<file path="config.mk">
export PLATFORM = sky130hd
export DESIGN_NAME = mmio_bus_ctrl
export DESIGN_NICKNAME = d
export VERILOG_FILES = /design/src/rtl/mmio_bus_ctrl.sv
export SDC_FILE = /design/constraint.sdc
export NUM_CORES = 1
export LEC_CHECK = 0
export CAP_MARGIN = 25
export CORE_UTILIZATION = 36
export DETAILED_ROUTE_END_ITERATION = 7
export GPL_ROUTABILITY_DRIVEN = 0
export GPL_TIMING_DRIVEN = 0
export HOLD_SLACK_MARGIN = 0.02
export PLACE_DENSITY_LB_ADDON = 0.25
export SETUP_SLACK_MARGIN = 0.4
export SLEW_MARGIN = 20
export SYNTH_ARGS = -nofsm -noshare
export SYNTH_HDL_FRONTEND = slang
export SYNTH_SLANG_ARGS = --single-unit
</file>
<file path="constraint.sdc">
create_clock -name clk -period 1.8 [get_ports clk]
set_clock_uncertainty 0.15 [all_clocks]
set_input_delay 0.54 -clock clk [delete_from_list [all_inputs] [get_ports clk]]
set_output_delay 0.54 -clock clk [all_outputs]
set_load 0.02 [all_outputs]
</file>
<file path="src/rtl/mmio_bus_ctrl.sv">
// mmio_bus_ctrl: data-bus controller between the core's data port and
// NUM_SLV memory-mapped slaves. Slave i owns addresses with addr[31:28]==i.
// One transaction is in flight at a time, and the core is stalled until the
// selected slave acknowledges it. Unmapped accesses complete with ERR_DATA
// and set the sticky bus_err flag.
// Optional feature: define MMIO_TIMEOUT_EN to abort accesses that receive no
// ack within TIMEOUT_CYC cycles.
module mmio_bus_ctrl #(
    parameter int          NUM_SLV     = 4,
    parameter int          TIMEOUT_CYC = 16,
    parameter logic [31:0] ERR_DATA    = 32'hDEADBEEF
) (
    input  logic                   clk,
    input  logic                   rst,
    input  logic                   cpu_en,
    input  logic                   cpu_we,
    input  logic [31:0]            cpu_addr,
    input  logic [3:0]             cpu_sel,
    input  logic [31:0]            cpu_wdata,
    output logic [31:0]            cpu_rdata,
    output logic                   cpu_stall,
    output logic [NUM_SLV-1:0]     slv_en,
    output logic                   slv_we,
    output logic [31:0]            slv_addr,
    output logic [3:0]             slv_sel,
    output logic [31:0]            slv_wdata,
    input  logic [32*NUM_SLV-1:0]  slv_rdata,
    input  logic [NUM_SLV-1:0]     slv_ack,
    output logic                   bus_err,
    output logic [31:0]            err_addr
);

    typedef enum logic [1:0] {IDLE, ACCESS, DONE} state_t;

    state_t               state;
    state_t               state_nxt;
    logic [3:0]           region;
    logic [NUM_SLV-1:0]   region_hot;
    logic                 mapped;
    logic                 ack_hit;
    logic [31:0]          ack_rdata;
    logic                 timeout_hit;
    logic                 stall_c;
    logic [31:0]          rdata_q;

    assign region    = cpu_addr[31:28];
    assign cpu_rdata = rdata_q;
    // Reset forces the stall low even though IDLE normally mirrors cpu_en.
    assign cpu_stall = rst & stall_c;

    // Region decode and read-data selection from the enabled channel only.
    always_comb begin
        region_hot = '0;
        ack_rdata  = '0;
        for (int i = 0; i < NUM_SLV; i++) begin
            region_hot[i] = (region == 4'(i));
            if (slv_en[i]) begin
                ack_rdata = slv_rdata[32*i +: 32];
            end
        end
        mapped  = |region_hot;
        ack_hit = |(slv_ack & slv_en);
    end

`ifdef MMIO_TIMEOUT_EN
    localparam int CNT_W = ($clog2(TIMEOUT_CYC + 1) > 8) ? $clog2(TIMEOUT_CYC + 1) : 8;

    logic [CNT_W-1:0] wait_cnt;

    // Wait counter: zero outside ACCESS, counts ACCESS cycles without an ack.
    always_ff @(posedge clk or negedge rst) begin
        if (!rst) begin
            wait_cnt <= '0;
        end else if (state != ACCESS) begin
            wait_cnt <= '0;
        end else if (!ack_hit) begin
            wait_cnt <= wait_cnt + CNT_W'(1);
        end
    end

    // An ack in the final cycle takes priority over the abort.
    assign timeout_hit = (state == ACCESS) && !ack_hit &&
                         (wait_cnt == CNT_W'(TIMEOUT_CYC - 1));
`else
    assign timeout_hit = 1'b0;
`endif

    // State register.
    always_ff @(posedge clk or negedge rst) begin
        if (!rst) begin
            state <= IDLE;
        end else begin
            state <= state_nxt;
        end
    end

    // Next-state and stall decode.
    always_comb begin
        state_nxt = state;
        stall_c   = 1'b0;
        case (state)
            IDLE: begin
                stall_c = cpu_en;
                if (cpu_en) begin
                    state_nxt = mapped ? ACCESS : DONE;
                end
            end
            ACCESS: begin
                stall_c = 1'b1;
                if (ack_hit || timeout_hit) begin
                    state_nxt = DONE;
                end
            end
            DONE:    state_nxt = IDLE;
            default: state_nxt = IDLE;
        endcase
    end

    // Request capture, slave enable, read-data and error registers.
    always_ff @(posedge clk or negedge rst) begin
        if (!rst) begin
            slv_en    <= '0;
            slv_we    <= 1'b0;
            slv_addr  <= '0;
            slv_sel   <= '0;
            slv_wdata <= '0;
            rdata_q   <= '0;
            bus_err   <= 1'b0;
            err_addr  <= '0;
        end else begin
            case (state)
                IDLE: begin
                    if (cpu_en) begin
                        if (mapped) begin
                            slv_en    <= region_hot;
                            slv_we    <= cpu_we;
                            slv_addr  <= cpu_addr;
                            slv_sel   <= cpu_sel;
                            slv_wdata <= cpu_wdata;
                        end else begin
                            rdata_q  <= ERR_DATA;
                            bus_err  <= 1'b1;
                            err_addr <= cpu_addr;
                        end
                    end
                end
                ACCESS: begin
                    if (ack_hit) begin
                        slv_en  <= '0;
                        rdata_q <= ack_rdata;
                    end else if (timeout_hit) begin
                        slv_en   <= '0;
                        rdata_q  <= ERR_DATA;
                        bus_err  <= 1'b1;
                        err_addr <= slv_addr;
                    end
                end
                default: begin
                end
            endcase
        end
    end

endmodule

</file>
Word-level counts from Yosys, hierarchy flattened
Cells that the tools add are included.
{"block": "totals", "regBits": 140, "elab_cells": 47, "out_inout_bits": 139, "input_bits": 204}
{"block": "classes", "reduce_logical": 10, "n_eq_ne": 8, "mux": 17, "bitwise": 3}
{"operator": "$mux W32", "count": 7}
{"operator": "$pmux W32 S2", "count": 1}
{"operator": "$mux W4", "count": 3}
{"operator": "$eq A4 B2 Y1 const B", "count": 2}
{"operator": "$ne A2 B2 Y1 const B", "count": 4}
{"operator": "$pmux W4 S2", "count": 1}
{"operator": "$reduce_and A4 Y1", "count": 2}
{"operator": "$reduce_or A4 Y1", "count": 2}
{"operator": "$mux W2", "count": 3}
{"operator": "$reduce_and A3 Y1", "count": 2}
{"operator": "$and A4 B4 Y4", "count": 1}
{"operator": "$eq A4 B1 Y1 const B", "count": 1}
{"operator": "$logic_not A4 Y1", "count": 1}
{"operator": "$pmux W2 S2", "count": 1}
{"operator": "$eq A2 B1 Y1 const B", "count": 1}
{"operator": "$logic_not A2 Y1", "count": 1}
{"operator": "$pmux W1 S2", "count": 1}
{"operator": "$reduce_and A2 Y1", "count": 1}
{"operator": "$reduce_bool A2 Y1", "count": 1}
{"operator": "$and A1 B1 Y1", "count": 1}
{"operator": "$not A1 Y1", "count": 1}

Longest topological paths before layout
{"block": "logic_depth", "ltp_word": 6, "ltp_mapped": 8, "mapped_depth_nobuf": 5}

Least setup slack after synthesis
OpenSTA, ideal clock, no wires.
{"block": "synth_path", "kind": "register -> register", "start": "register slv_en[1]", "end": "register rdata_q[10] (netlist: cpu_rdata[10])", "arrival_time_ns": 1.825, "setup_time_ns": 0.125, "slack_ns": -0.300, "path_stages_with_launch": 9, "path_cell_list": "dfrtp_1 buf_4 a22o_1 nor3_4 or3_1 buf_6 inv_8 buf_12 mux2_4"}
{"block": "synth_between", "elab_chain_cells": 5, "elab_cells_between_ends": 9, "classes_between": "eq/ne (1); mux (5); bitwise (1); reduce/logical (2)"}
{"element": "start: declaration", "line_no": "22", "source": "output logic [NUM_SLV-1:0] slv_en,"}
{"element": "start signal: assignment", "line_no": "135", "source": "slv_en <= region_hot;"}
{"element": "$mux W32 (3 in a row)", "line_no": "57", "source": "if (slv_en[i]) begin"}
{"element": "$mux W32", "line_no": "148", "source": "if (ack_hit) begin"}
{"element": "$pmux W32 S2", "line_no": "131", "source": "case (state)"}
{"element": "end signal: assignment", "line_no": "150", "source": "rdata_q <= ack_rdata;"}
{"element": "end: declaration", "line_no": "44", "source": "logic [31:0] rdata_q;"}
Parallel ways exist; a longest one is shown, timed or not. The select of a mux whose other input is x is not followed.
A chain may end at the register's enable or synchronous reset.

Worst setup path in the final report
{"block": "layout_path", "start": "register slv_en[2]", "end": "register rdata_q[9] (netlist: cpu_rdata[9])"}
{"block": "layout_between", "elab_chain_cells": 4, "elab_cells_between_ends": 8, "classes_between": "eq/ne (1); mux (4); bitwise (1); reduce/logical (2)"}
{"element": "$and A4 B4 Y4 / $mux W32 (equally long branches)", "line_no": "62, 57"}
{"element": "$reduce_or A4 Y1 / $mux W32 (equally long branches)", "line_no": "62, 57"}
{"element": "$ne A2 B2 Y1 (no source line) / $mux W32 (equally long branches)"}
{"element": "$reduce_and A4 Y1 (no source line) / $pmux W32 S2 (equally long branches)"}
Parallel ways exist; a longest one is shown, timed or not. The select of a mux whose other input is x is not followed.

==> out/results.tsv <==
metric	value	unit
status	finished, violations left	
violations	hold timing, setup timing	
rsz0062_at_grt	true	
routed_wl	22300	µm
route.vias.total	5940	
avgSynthCellArea	13.3	µm²
syn-cell-area	6320	µm²
grt.total_usage	0.242	
num_rows	48	
cts_tree	built	
nNetsFinal	1146	
crit_path_end_kind	flip-flop	
placed_cells	1043	
portBuffers	342	
pwr-share-seq	0.433	
slew_viol_final	0	
start_util	0.367	
clkPwrFrac	0.440	
synthToLayoutAreaGrowth	92.8	%
yosysSeqAreaShare	0.554	
hold_viol	62	
combPwrFrac	0.127	
antenna_found_initial	0	
numCtsBuffers	17	
cts_root_buf	clkbuf_16	
first_global_vias	6184	
vias_per_cell	5.04	
syn_inst	475	
first_pass_iters	4	
drc_errors	0	
grt_max_degree	79	
p_sw_frac	0.234	
dp_hpwl	15500	µm
wl_per_cell	18.9	µm
timing.hold.ws	-0.169	ns
grt_pass1_wl	32900	µm
drive_above_1_share	0.472	
leakagePower	5.77	nW
fp.dieArea	18100	µm²
ys_seq_elements	140	
grt_overflow	0	
fin_cells	1179	
cts_buffer_depth	2	
critical_path_class	flip-flop to flip-flop	
core_area	17200	µm²
clkLatencyLatePin	0.42	ns
intPower	0.00580	W
tightest_slew	0.572	ns
min_period	2.07	ns
yosysWarningCount	0	
fp.dieW	135	µm
fmax	0.483	GHz
syn_nets	679	
layout_setup_ws	-0.272	ns
start_kind	flip-flop	
worstPathRequired	1.96	ns
power.density	621	nW/µm²
drv_cap	0	
drtIter0Drc	163	
min_path_type	primary input to async pin	
n_antenna_cell	0	
finalCritPeriodShare	1.15	
ios	343	
ant_nets	0	
cts_max_level	4	
yosysUniqueCellTypes	27	
dieHeight	135	µm
cts_sinks	140	
peakVddDrop	0.629	mV
arrival	2.23	ns
power_switching	0.00177	W
cp_max_fo	5	
setup_viol	105	
clk_pin_slew	0.06	ns
slew-limit-headroom	0.618	
synth_stat cells:
library cell | n | share of area
inv_1 | 2 | 0.0012
o31ai_1 | 31 | 0.037
nor3_1 | 1 | 0.00079
dfrtp_1 | 140 | 0.55
a22o_1 | 11 | 0.015
buf_12 | 2 | 0.0063
o21ai_0 | 1 | 0.00079
o21a_1 | 1 | 0.0012
inv_8 | 1 | 0.0018
a21oi_1 | 27 | 0.021
nand2b_1 | 2 | 0.0020
nand2_1 | 18 | 0.011
buf_2 | 2 | 0.0016
or3_1 | 2 | 0.0020
a221oi_1 | 31 | 0.043
nor2b_1 | 32 | 0.032
nor2_1 | 5 | 0.0030
o21ai_1 | 1 | 0.00079
buf_4 | 1 | 0.0012
nor3b_1 | 4 | 0.0047
and2_1 | 2 | 0.0020
buf_6 | 2 | 0.0036
mux2_2 | 106 | 0.19
buf_1 | 7 | 0.0042
mux2_4 | 19 | 0.045
nor3_4 | 1 | 0.0026
clkbuf_1 | 23 | 0.014
power by group through the flow:
| stage | logic (W) | registers (W) | clock network, W |
|---|---|---|---|
| detailed placement | 0.000889 | 0.00332 | 0 |
| floorplan | 0.0000742 | 0.00341 | 0 |
| global route | 0.00101 | 0.00329 | 0.00355 |
| CTS | 0.000934 | 0.00328 | 0.00339 |
| finish | 0.000959 | 0.00328 | 0.00333 |
| global placement | 0.000864 | 0.00332 | 0 |
worst paths after layout:
check	slack [ns]	from	to	depth (start not counted)
min in group clk	0.38	slv_addr[1]	slv_addr[1]	1
max reg2reg	-0.27	slv_en[2]	cpu_rdata[9]	8
max	-0.27	slv_en[2]	cpu_rdata[9]	8
max in group asynchronous	0.97	rst	err_addr[25]	2
min	-0.17	rst	slv_wdata[26]	1
min reg2reg	0.38	slv_addr[1]	slv_addr[1]	1
per-layer routing:
layer | vias to the layer above | share of wire | GRT usage
met5 | - | 0 | 0
met4 | 0 | 0.027 | 0.101
met3 | 46 | 0.061 | 0.0593
met2 | 267 | 0.55 | 0.447
met1 | 2916 | 0.37 | 0.263
li1 | 2711 | - | -
flip-flops by register name, summed over array words and instances (netlist names):
register   count
bus_err        1
cpu_rdata     32
err_addr      32
slv_addr      32
slv_en         4
slv_sel        4
slv_wdata     32
slv_we         1
state          2
metrics by stage:
step	worst slack (ns)	utilization	instance area [µm²]	TNS [ns]	total power [W]
global route	-0.322	0.707	12200	-16.63	0.00786
global placement	-5.72	0.589	10100	-815.75	0.00418
detailed placement	-0.901	0.591	10200	-86.48	0.00421
finish	-0.272	0.707	12200	-9.46	0.00757
floorplan	-0.193	-	6440	-4.08	0.00349
CTS	-0.282	0.681	11700	-8.55	0.00761
cells by family after synthesis:
group | Yosys count | synth area share
mux | 125 | 0.234
flops | 140 | 0.554
buf+inv | 40 | 0.0334
compound gates | 103 | 0.119
simple gates | 67 | 0.0594
cell usage in the layout, fill, tap and decap left out, types with 12 or more instances in the layout:
master	Yosys	routed
mux2_4	19	24
clkbuf_16	0	17
nor2b_1	32	31
buf_6	2	157
nand2_1	18	14
a21oi_1	27	27
mux2_2	106	101
buf_4	1	75
clkdlybuf4s50_1	0	195
a221oi_1	31	27
dfrtp_1	140	137
o31ai_1	31	31
clkbuf_1	23	12
worst max-delay path, cell delays in order (launching register included):
cell     delay (ns)
dfrtp_1        0.42
a22o_1         0.22
nor3_4         0.07
or3_4          0.36
buf_6          0.14
inv_8          0.09
buf_12         0.11
buf_16         0.11
mux2_4         0.29
final cells by class:
| class | count | area, µm² |
|---|---|---|
| fill | 1173 | 5050 |
| tap | 225 | 282 |
| buffer | 37 | 335 |
| inverter | 3 | 18.8 |
| clock buffer | 20 | 447 |
| timing repair buffer | 447 | 4730 |
| sequential | 140 | 3510 |
| multi-input combinational | 296 | 2760 |
| clock inverter | 11 | 111 |
repair_timing:
| action | 4_1_cts | 5_1_grt |
|---|---|---|
| pin swaps | 6 | 20 |
| endpoints found under the hold margin | 62 | 62 |
| cloned | 11 | 0 |
| gates resized for setup | 890 | 37 |
| endpoints found under the setup margin | 279 | 279 |
| setup buffers | 53 | 41 |
Note: power is estimated with default switching activity, not from simulation.
